**src/rtl/latex_uart_tx_pkg.sv**
```systemverilog
// rtl/latex_uart_tx_pkg.sv - shared encodings and constants for the UART transmitter
package latex_uart_tx_pkg;

  // Serialiser states. CR and LF frames run through START/DATA/STOP;
  // the suffix counter below selects which byte they carry, so ST_CR and
  // ST_LF only name the encodings and are never entered.
  typedef enum logic [2:0] {
    ST_IDLE  = 3'd0,
    ST_START = 3'd1,
    ST_DATA  = 3'd2,
    ST_STOP  = 3'd3,
    ST_CR    = 3'd4,
    ST_LF    = 3'd5
  } uart_state_e;

  // Which suffix frame, if any, is currently on the line.
  typedef enum logic [1:0] {
    SFX_NONE = 2'd0,
    SFX_CR   = 2'd1,
    SFX_LF   = 2'd2
  } suffix_e;

  localparam logic [7:0] ASCII_CR  = 8'h0D;
  localparam logic [7:0] ASCII_LF  = 8'h0A;
  localparam logic       START_BIT = 1'b0;
  localparam logic       STOP_BIT  = 1'b1;

endpackage

```
**src/rtl/latex_uart_tx_char_fifo.sv**
```systemverilog
// rtl/latex_uart_tx_char_fifo.sv - synchronous show-ahead FIFO with occupancy output
module char_fifo #(
  parameter int WIDTH = 9,
  parameter int DEPTH = 8
) (
  input  logic                     clk,
  input  logic                     rst,
  input  logic                     wr_en,
  input  logic [WIDTH-1:0]         wr_data,
  input  logic                     rd_en,
  output logic [WIDTH-1:0]         rd_data,
  output logic                     full,
  output logic                     empty,
  output logic [$clog2(DEPTH):0]   level
);

  localparam int AW = $clog2(DEPTH);

  logic [WIDTH-1:0] mem [DEPTH];
  logic [AW-1:0]    wr_ptr;
  logic [AW-1:0]    rd_ptr;
  logic [AW:0]      count;
  logic             do_wr;
  logic             do_rd;

  // Full/empty come from registered occupancy only, so a write while full
  // is dropped even if a read frees a slot on the same edge.
  assign full    = (count == (AW+1)'(DEPTH));
  assign empty   = (count == '0);
  assign level   = count;
  assign rd_data = mem[rd_ptr];
  assign do_wr   = wr_en && !full && !rst;
  assign do_rd   = rd_en && !empty && !rst;

  // Pointer and occupancy update; pointers wrap naturally at DEPTH.
  always_ff @(posedge clk) begin
    if (rst) begin
      wr_ptr <= '0;
      rd_ptr <= '0;
      count  <= '0;
    end else begin
      if (do_wr) wr_ptr <= wr_ptr + AW'(1);
      if (do_rd) rd_ptr <= rd_ptr + AW'(1);
      case ({do_wr, do_rd})
        2'b10:   count <= count + (AW+1)'(1);
        2'b01:   count <= count - (AW+1)'(1);
        default: count <= count;
      endcase
    end
  end

  // Storage array write port.
  always_ff @(posedge clk) begin
    if (do_wr) mem[wr_ptr] <= wr_data;
  end

endmodule

```
**src/rtl/latex_uart_tx.sv**
```systemverilog
// rtl/latex_uart_tx.sv - buffered 8N1 UART transmitter with CR/LF after end-of-string
module latex_uart_tx
  import latex_uart_tx_pkg::*;
#(
  parameter int CLKS_PER_BIT = 16,
  parameter int FIFO_DEPTH   = 8
) (
  input  logic                          clk,
  input  logic                          rst,
  input  logic [7:0]                    char_in,
  input  logic                          char_eos,
  input  logic                          char_valid,
  output logic                          char_ready,
  output logic                          tx,
  output logic                          busy,
  output logic [$clog2(FIFO_DEPTH):0]   fifo_level
);

  localparam int                CNT_W      = $clog2(CLKS_PER_BIT);
  localparam logic [CNT_W-1:0]  CNT_RELOAD = CNT_W'(CLKS_PER_BIT - 1);

  uart_state_e      state_q, state_d;
  suffix_e          sfx_q, sfx_d;
  logic [CNT_W-1:0] cnt_q, cnt_d;
  logic [2:0]       idx_q, idx_d;
  logic [7:0]       shift_q, shift_d;
  logic             eos_q, eos_d;
  logic             fifo_full, fifo_empty;
  logic             push, pop;
  logic [8:0]       fifo_rd;
  logic             bit_done;

  assign char_ready = !fifo_full;
  assign push       = char_valid && char_ready;
  assign bit_done   = (cnt_q == '0);
  assign busy       = (state_q != ST_IDLE) || !fifo_empty;
  assign tx         = (state_q == ST_START) ? START_BIT :
                      (state_q == ST_DATA)  ? shift_q[0] : STOP_BIT;

  char_fifo #(
    .WIDTH (9),
    .DEPTH (FIFO_DEPTH)
  ) u_fifo (
    .clk     (clk),
    .rst     (rst),
    .wr_en   (push),
    .wr_data ({char_eos, char_in}),
    .rd_en   (pop),
    .rd_data (fifo_rd),
    .full    (fifo_full),
    .empty   (fifo_empty),
    .level   (fifo_level)
  );

  // Serialiser state, baud counter, bit index and shifter registers.
  always_ff @(posedge clk) begin
    if (rst) begin
      state_q <= ST_IDLE;
      sfx_q   <= SFX_NONE;
      cnt_q   <= '0;
      idx_q   <= '0;
      shift_q <= '0;
      eos_q   <= 1'b0;
    end else begin
      state_q <= state_d;
      sfx_q   <= sfx_d;
      cnt_q   <= cnt_d;
      idx_q   <= idx_d;
      shift_q <= shift_d;
      eos_q   <= eos_d;
    end
  end

  // Next-state logic: bit timing, frame sequencing and suffix insertion.
  always_comb begin
    state_d = state_q;
    sfx_d   = sfx_q;
    cnt_d   = cnt_q;
    idx_d   = idx_q;
    shift_d = shift_q;
    eos_d   = eos_q;
    pop     = 1'b0;
    case (state_q)
      ST_IDLE: begin
        if (!fifo_empty) begin
          pop     = 1'b1;
          shift_d = fifo_rd[7:0];
          eos_d   = fifo_rd[8];
          sfx_d   = SFX_NONE;
          cnt_d   = CNT_RELOAD;
          state_d = ST_START;
        end
      end
      ST_START: begin
        if (bit_done) begin
          cnt_d   = CNT_RELOAD;
          idx_d   = '0;
          state_d = ST_DATA;
        end else begin
          cnt_d = cnt_q - CNT_W'(1);
        end
      end
      ST_DATA: begin
        if (bit_done) begin
          cnt_d   = CNT_RELOAD;
          shift_d = {1'b0, shift_q[7:1]};
          if (idx_q == 3'd7) begin
            state_d = ST_STOP;
          end else begin
            idx_d = idx_q + 3'd1;
          end
        end else begin
          cnt_d = cnt_q - CNT_W'(1);
        end
      end
      ST_STOP: begin
        if (bit_done) begin
          // Last stop-bit cycle: chain straight into the next frame so
          // suffixes and queued bytes follow with no idle gap.
          cnt_d = CNT_RELOAD;
          if (eos_q && (sfx_q == SFX_NONE)) begin
            shift_d = ASCII_CR;
            sfx_d   = SFX_CR;
            state_d = ST_START;
          end else if (sfx_q == SFX_CR) begin
            shift_d = ASCII_LF;
            sfx_d   = SFX_LF;
            state_d = ST_START;
          end else if (!fifo_empty) begin
            pop     = 1'b1;
            shift_d = fifo_rd[7:0];
            eos_d   = fifo_rd[8];
            sfx_d   = SFX_NONE;
            state_d = ST_START;
          end else begin
            sfx_d   = SFX_NONE;
            state_d = ST_IDLE;
          end
        end else begin
          cnt_d = cnt_q - CNT_W'(1);
        end
      end
      default: begin
        state_d = ST_IDLE;
        sfx_d   = SFX_NONE;
      end
    endcase
  end

endmodule

```
**config.mk**
```make
export PLATFORM = sky130hd
export DESIGN_NAME = latex_uart_tx
export DESIGN_NICKNAME = d
export VERILOG_FILES = /design/src/rtl/latex_uart_tx_pkg.sv /design/src/rtl/latex_uart_tx_char_fifo.sv /design/src/rtl/latex_uart_tx.sv
export SDC_FILE = /design/constraint.sdc
export NUM_CORES = 1
export LEC_CHECK = 0
export CAP_MARGIN = 20
export CORE_AREA = 8 8 98 100
export DETAILED_ROUTE_END_ITERATION = 16
export DIE_AREA = 0 0 106 108
export GPL_TIMING_DRIVEN = 0
export PLACE_DENSITY = 0.77
export SLEW_MARGIN = 20
export SYNTH_ARGS = -nofsm -noshare
export SYNTH_HDL_FRONTEND = slang
export SYNTH_SLANG_ARGS = --single-unit
```
**constraint.sdc**
```tcl
create_clock -name clk -period 3.5 [get_ports clk]
set_clock_uncertainty 0.15 [all_clocks]
set_input_delay 0.525 -clock clk [delete_from_list [all_inputs] [get_ports clk]]
set_output_delay 0.525 -clock clk [all_outputs]
set_load 0.005 [all_outputs]
```
Word level (Yosys, flattened, before mapping)

Memory sizes are Yosys's and may differ from the RTL's. A register that Yosys moved wholly into a read port is not among the register bits.
Cells that the tools add are included.

$add $sub $neg: 6
Equality and inequality tests: 16
Mux-type cells: 44
Bitwise logic cells: 1
Reduce and logical (&&, ||, !) cells: 28

Operators with widths:

| operator                                                               | count |
|---|---|
| 8-bit 2-to-1 mux                                                       | 5 |
| 3-bit 2-to-1 mux                                                       | 10 |
| 8-bit one-hot mux with 3 select lines                                  | 1 |
| 4-bit one-hot mux with 2 select lines                                  | 2 |
| 1-bit 2-to-1 mux                                                       | 15 |
| 2-bit != test (second input constant)                                  | 7 |
| 3-bit one-hot mux with 4 select lines                                  | 1 |
| 3-bit by 1-bit adder with 3-bit output (second input constant)         | 3 |
| 4-bit zero test                                                        | 2 |
| 2-bit 2-to-1 mux                                                       | 4 |
| 4-bit 2-to-1 mux                                                       | 2 |
| 4-bit AND reduction                                                    | 2 |
| 2-bit nonzero test                                                     | 4 |
| 4-bit by 1-bit subtractor with 4-bit output (second input constant)    | 2 |
| 3-bit by 2-bit equality test with 1-bit output (second input constant) | 2 |
| 1-bit logical AND                                                      | 6 |
| 2-bit one-hot mux with 3 select lines                                  | 1 |
| 3-bit one-hot mux with 2 select lines                                  | 1 |
| 3-bit AND reduction                                                    | 2 |
| 3-bit nonzero test                                                     | 2 |
| 5-bit AND reduction                                                    | 1 |
| 4-bit by 1-bit adder with 4-bit output (second input constant)         | 1 |
| 2-bit by 1-bit equality test with 1-bit output (second input constant) | 2 |
| 4-bit equality test (second input constant)                            | 1 |
| 13 further kinds                                                       | 16 |

Register bits after elaboration: 31
Bits in writable memories: 72
Bits of input ports: 12
Output and inout port bits: 7
Logic and storage cells: 105
Memories kept: 1

Memories:

| memory     | words | bits a word | read ports | clocked after Yosys merged registers in | write ports | line                          | source |
|---|---|---|---|---|---|---|---|
| u_fifo.mem | 8     | 9           | 1          | 1                                       | 1           | latex_uart_tx_char_fifo.sv:19 | `logic [WIDTH-1:0] mem [DEPTH];` |

Depth between registers and ports, before layout

Gate-level depths: netlist of run 1.

Depth in word-level cells: 10
Depth in mapped cells: 12
Depth with buffers taken out: 12

Cells and area by module

Synthesis of run 1 repeated with hierarchy kept, for this count alone.

Cell total of the unflattened synthesis: 323
Area, all modules: 4740.8 µm²

Modules (own cells, without submodules):

| module        | times used | cells each | area an instance (µm²) | sequential area each (µm²) |
|---|---|---|---|---|
| char_fifo     | 1          | 180        | 3490.8                 | 2422.3 |
| latex_uart_tx | 1          | 143        | 1249.9                 | 400.4 |

Worst setup path after synthesis of run 1

Ideal clock, no wire load.

Path kind: flip-flop to flip-flop
Start: register cnt_q[0]
End: register u_fifo.count[2], in the netlist u_fifo.level[2]
Setup time: 70 ps
Arrival: 2480 ps
Required time: 3280 ps
Setup slack: 800 ps
Cell stages (with the launch flop): 13
Buffers on the path: 0
Period minus slack after synthesis: 2700 ps
Cells stage by stage: dfxtp_1 inv_1 ha_1 nor3b_2 a31oi_1 nor4_1 ha_1 xor2_1 ha_1 a21oi_1 xor2_1 or3_1 a21oi_1

Cells in the longest elaborated chain, start to end: 7
Elaborated cells between the ends (all ways): 9
Classes of those cells: eq/ne (2); mux (3); reduce/logical (4)

Ends and longest elaborated chain:

| item                                                                                  | line                          | source |
|---|---|---|
| start, declared                                                                       | latex_uart_tx.sv:24           | `logic [CNT_W-1:0] cnt_q, cnt_d;` |
| start signal, assigned                                                                | latex_uart_tx.sv:67           | `cnt_q <= cnt_d;` |
| 4-bit zero test (*)                                                                   | latex_uart_tx.sv:35           | `assign bit_done = (cnt_q == '0);` |
| 1-bit 2-to-1 mux (*)                                                                  | latex_uart_tx.sv:117          | `if (bit_done) begin` |
| 1-bit one-hot mux with 2 select lines (*)                                             | latex_uart_tx.sv:83           | `case (state_q)` |
| 1-bit logical AND (*) (2 in a row)                                                    | latex_uart_tx_char_fifo.sv:33 | `assign do_rd = rd_en && !empty && !rst;` |
| 2-bit by 1-bit equality test with 1-bit output or 2-bit equality test (tied branches) | latex_uart_tx_char_fifo.sv:44 | `case ({do_wr, do_rd})` |
| 4-bit one-hot mux with 2 select lines or 2-bit nonzero test (tied branches)           | -                             |  |
| end signal, assigned                                                                  | latex_uart_tx_char_fifo.sv:45 | `2'b10: count <= count + (AW+1)'(1);` |
| end signal, assigned                                                                  | latex_uart_tx_char_fifo.sv:46 | `2'b01: count <= count - (AW+1)'(1);` |
| end signal, assigned                                                                  | latex_uart_tx_char_fifo.sv:47 | `default: count <= count;` |
| end, declared                                                                         | latex_uart_tx_char_fifo.sv:22 | `logic [AW:0] count;` |

Mark *: on every way between the ends. The rest lies on a longest branch, timed or not.
A chain may end at the register's enable or synchronous reset.

Worst setup path after layout of run 1

Same ends and word-level chain as after synthesis.

==> metrics.md, run 1 <==
| Metric | Value |
|---|---|
| Fraction of layout cells with a size suffix above 1 | 13.91% |
| CTS HTree Levels | 3 |
| Leading register cell type out of synthesis | edfxtp_1 |
| Share of the synthesized area in the top cell type | 46.01% |
| Area overhead of the layout relative to synthesis | 11.40% |
| Depth of the worst register-to-register path | 12 |
| Placement Cell Area | 0.005036 mm2 |
| Antenna Nets Post-Route | 0 |
| Bufs on Longest Clock Path | 2 |
| Number of cell rows | 33 |
| Number of hold-slack violations in the final timing report | 0 |
| Core box area | 0.008051 mm2 |
| Register area share after synthesis | 60.06% |
| Clock tree from TritonCTS | done |
| Number of distinct library cells after synthesis | 60 |
| Violation count after the first detailed-routing iteration | 159 |
| Slowest stage cell on the critical path | nor3b_4 |
| Critical Setup Path Class | reg2reg |
| Required time at the worst-slack endpoint | 3650 ps |
| Busiest metal layer after global routing | met2 |
| Fmax | 0.3273 GHz |
| Number of enable-type register cells in the synthesized netlist | 72 |
| Detailed-route DRC error count | 0 |
| Clock slew at the register clock pins of the worst setup and hold paths | 100 ps |
| Buf+Inv Stages, Crit Path | 1 |
| Routed length per placed instance | 18.44 um |
| Top delay family on crit path | simple AND/OR/NAND/NOR gates |
| Die X-Extent | 106 um |
| Starting Density | 58.37% |
| Status | finished clean |
| Routability Congestion | 0.7986 |
| Average cell area after synthesis | 13.62 um2 |
| Unrepaired setup endpoints after global routing | no |
| GRT met3 Usage | 3.569% |
| DP Wirelength | 6257 um |
| Post-CTS setup repair buffer count | 0 |
| Reported max-cap violation count | 0 |
| Flip-flop and latch count after synthesis | 105 |
| Total length of routed wires | 8962 um |
| Synthesized cell area | 0.004700 mm2 |
| Min setup slack post-route | 444.5 ps |
| Endpoints failing setup | 0 |
| IO Count | 19 |
| Max-slew violation total from the final report | 0 |
| Grt ovf | 0 |
| Iteration count of the initial detailed-routing pass | 4 |
| Period Utilization, post-route | 87.30% |
| Number of cells on the worst hold path | 2 |
| CTS buffer count | 9 |
| Power per standard cell area | 706.7 mW/mm2 |
| IR Drop Worst-Case VDD | 0.3635 mV |
| Async S/R FF share, synth | 0% |
| Leading post-synthesis cells by cell area | edfxtp_1 46%, dfxtp_1 14%, mux2i_1 4.7% |
| Total Die Area | 0.01145 mm2 |
| Post-route cell area | 0.005235 mm2 |
| Post-Syn Instances | 345 |
| Arrival @ worst endpoint | 3200 ps |
| Placement-stage worst setup slack | 227.9 ps |
| Global Route met2 Usage | 27.30% |
| Number of sinks on the clock net | 105 |
| Series of cell instances along the critical path | inv_1 -> ha_1 -> nor3b_4 -> a31oi_1 -> nor4_1 -> ha_1 -> xor2_1 -> ha_1 -> a21oi_1 -> xor2_1 -> or3_1 -> a21oi_1 |
| Static leakage | 0.001788 uW |
| Via count of the first global-routing pass | 2883 |
| Capturing element type of the critical path | flip-flop |
| Transition at the pin with the smallest max-transition slack | 1063 ps |
| Worst path most repeated cell | ha_1 |
| Maximum number of pins on one net before global-route repair | 21 |
| Clk root buf | clkbuf_8 |
| Met1 demand-to-capacity share in global routing | 20.18% |
| Final core utilization | 65.02% |
| Critical-path maximum fanout | 8 |
| Hold WC Path Type | reg2reg |
| Skew-Pair Late Insertion Delay | 360 ps |
| Antenna diode instance count | 0 |
| Post-synth net total | 371 |
| PnR Total Power | 3700 uW |
| Final critical path time including I/O delays and setup | 3056 ps |
| Number of cells on the critical path | 12 |
| Library cell occupying the most area in the post-synthesis netlist | edfxtp_1 |
| Global-route usage over all layers | 16.25% |
| Overall die height | 108 um |
| Via count of the routed design | 2873 |
| Yosys synthesis warning count | 0 |
| Per-cell via count in the routed design | 5.912 |
| Count of port buffers added during placement | 18 |
| Worst rel slew slack | 28.86% |
| Number of antenna violations at the first check in global routing | 0 |
| Startpoint class of the critical path | flip-flop |
| First-pass GRT wire length | 14400 um |
| CP peak stage delay | 360 ps |
| Number of nets in the final layout | 402 |
[where the power goes]
group / switching (uW) / total [uW] / internal [uW]
Clock: 449 / 728 / 279
Combinational: 757 / 1440 / 686
Sequential: 96.1 / 1530 / 1430
Total: 1300 / 3700 / 2400
[final timing paths]
path	startpoint	to	slack, ps
worst max-delay path	cnt_q[0]	u_fifo.level[2]	440
worst min-delay path	idx_q[2]	idx_q[2]	320
worst max register to register	cnt_q[0]	u_fifo.level[2]	440
worst min register to register	idx_q[2]	idx_q[2]	320
[repair_timing]
item	in CTS	in global routing
gates resized for setup	0	1
setup endpoints to repair	0	1
hold buffers	0	0
[metrics by stage]
step                      hold slack (ps)  instances  setup TNS [ps]
final                               324.7        486               0
after global routing                355.7        486               0
after CTS                           328.8        486               0
after detailed placement            315.0        470               0
after global placement              294.2        468          -623.1
after floorplan                     285.6        345               0
[tightest hold or removal path, delay by kind of cell (launching register included)]
family             cells  cell delay, ps
DFF                    1             330
and+or+nand+nor        1              50
AOI/OAI and AO/OA      1              50
[cell usage after synthesis, types with 4 or more instances]
cell type	n
edfxtp_1	72
dfxtp_1	33
nand2_1	25
nor2_1	23
mux2i_1	22
a21oi_1	18
ha_1	14
mux4_2	9
nor2b_1	8
a211oi_1	6
inv_1	6
nor3_1	6
a221oi_1	5
and2_1	5
clkbuf_1	5
mux2_2	5
o21ai_0	5
a22oi_1	4
buf_2	4
xor2_1	4
[layout by cell type (no fill, tap or decap), types with 4 or more instances in the layout]
cell,count
a211oi_1,6
nor3_1,4
buf_4,4
inv_1,6
nor2_1,23
a22oi_1,4
mux4_2,9
nor2b_1,8
clkbuf_8,9
clkdlybuf4s50_1,18
dfxtp_1,33
o21ai_0,5
clkbuf_1,5
xor2_1,4
a221oi_1,5
mux2i_1,22
mux2_2,5
a21oi_1,18
and2_1,5
buf_2,4
nand2_1,25
ha_1,14
edfxtp_1,72
[per-layer routing]
| metal | share of wire [%] | vias up |
|---|---|---|
| li1 | - | 1395 |
| met1 | 46 | 1399 |
| met2 | 49 | 65 |
| met3 | 3.9 | 14 |
| met4 | 1.7 | 0 |
| met5 | 0 | - |
[state kept, by name, indices dropped and copies added (netlist names), named ones only]
signal / flops
shift_q: 8
state_q: 2
u_fifo.rd_ptr: 3
u_fifo.wr_ptr: 3
cnt_q: 4
idx_q: 3
u_fifo.level: 4
u_fifo.mem: 72
eos_q: 1
sfx_q: 2
[kinds of logic after synthesis]
family          count (synthesis)  share of synthesized area [%]
flops                         105                          60.06
simple gates                  102                          12.19
compound gates                 58                          8.307
mux                            42                          12.59
buf+inv                        20                          2.369
fa+ha+maj                      14                          3.727
xor+xnor                        4                         0.7454
[area by class of cell]
class	count	area, um2
multi-input cells	220	1782
flip-flops and latches	105	2823
plain buffers	13	85.08
fillers	599	2816
well taps	105	131.4
inverters	7	26.28
clock buffers	9	123.9
repair buffers	20	195.2
clock inverters	7	68.82
Power figures use the tool's default switching activity.
==> inputs of run 2 (changes only) <==
--- a/config.mk
+++ b/config.mk
@@ -7,6 +7,7 @@
 export LEC_CHECK = 0
 export CAP_MARGIN = 20
 export CORE_AREA = 8 8 98 100
+export CTS_CLUSTER_SIZE = 28
 export DETAILED_ROUTE_END_ITERATION = 16
 export DIE_AREA = 0 0 106 108
 export GPL_TIMING_DRIVEN = 0
==> results of run 2 <==
Final layout, timing and power as in run 1 (identical DEF).
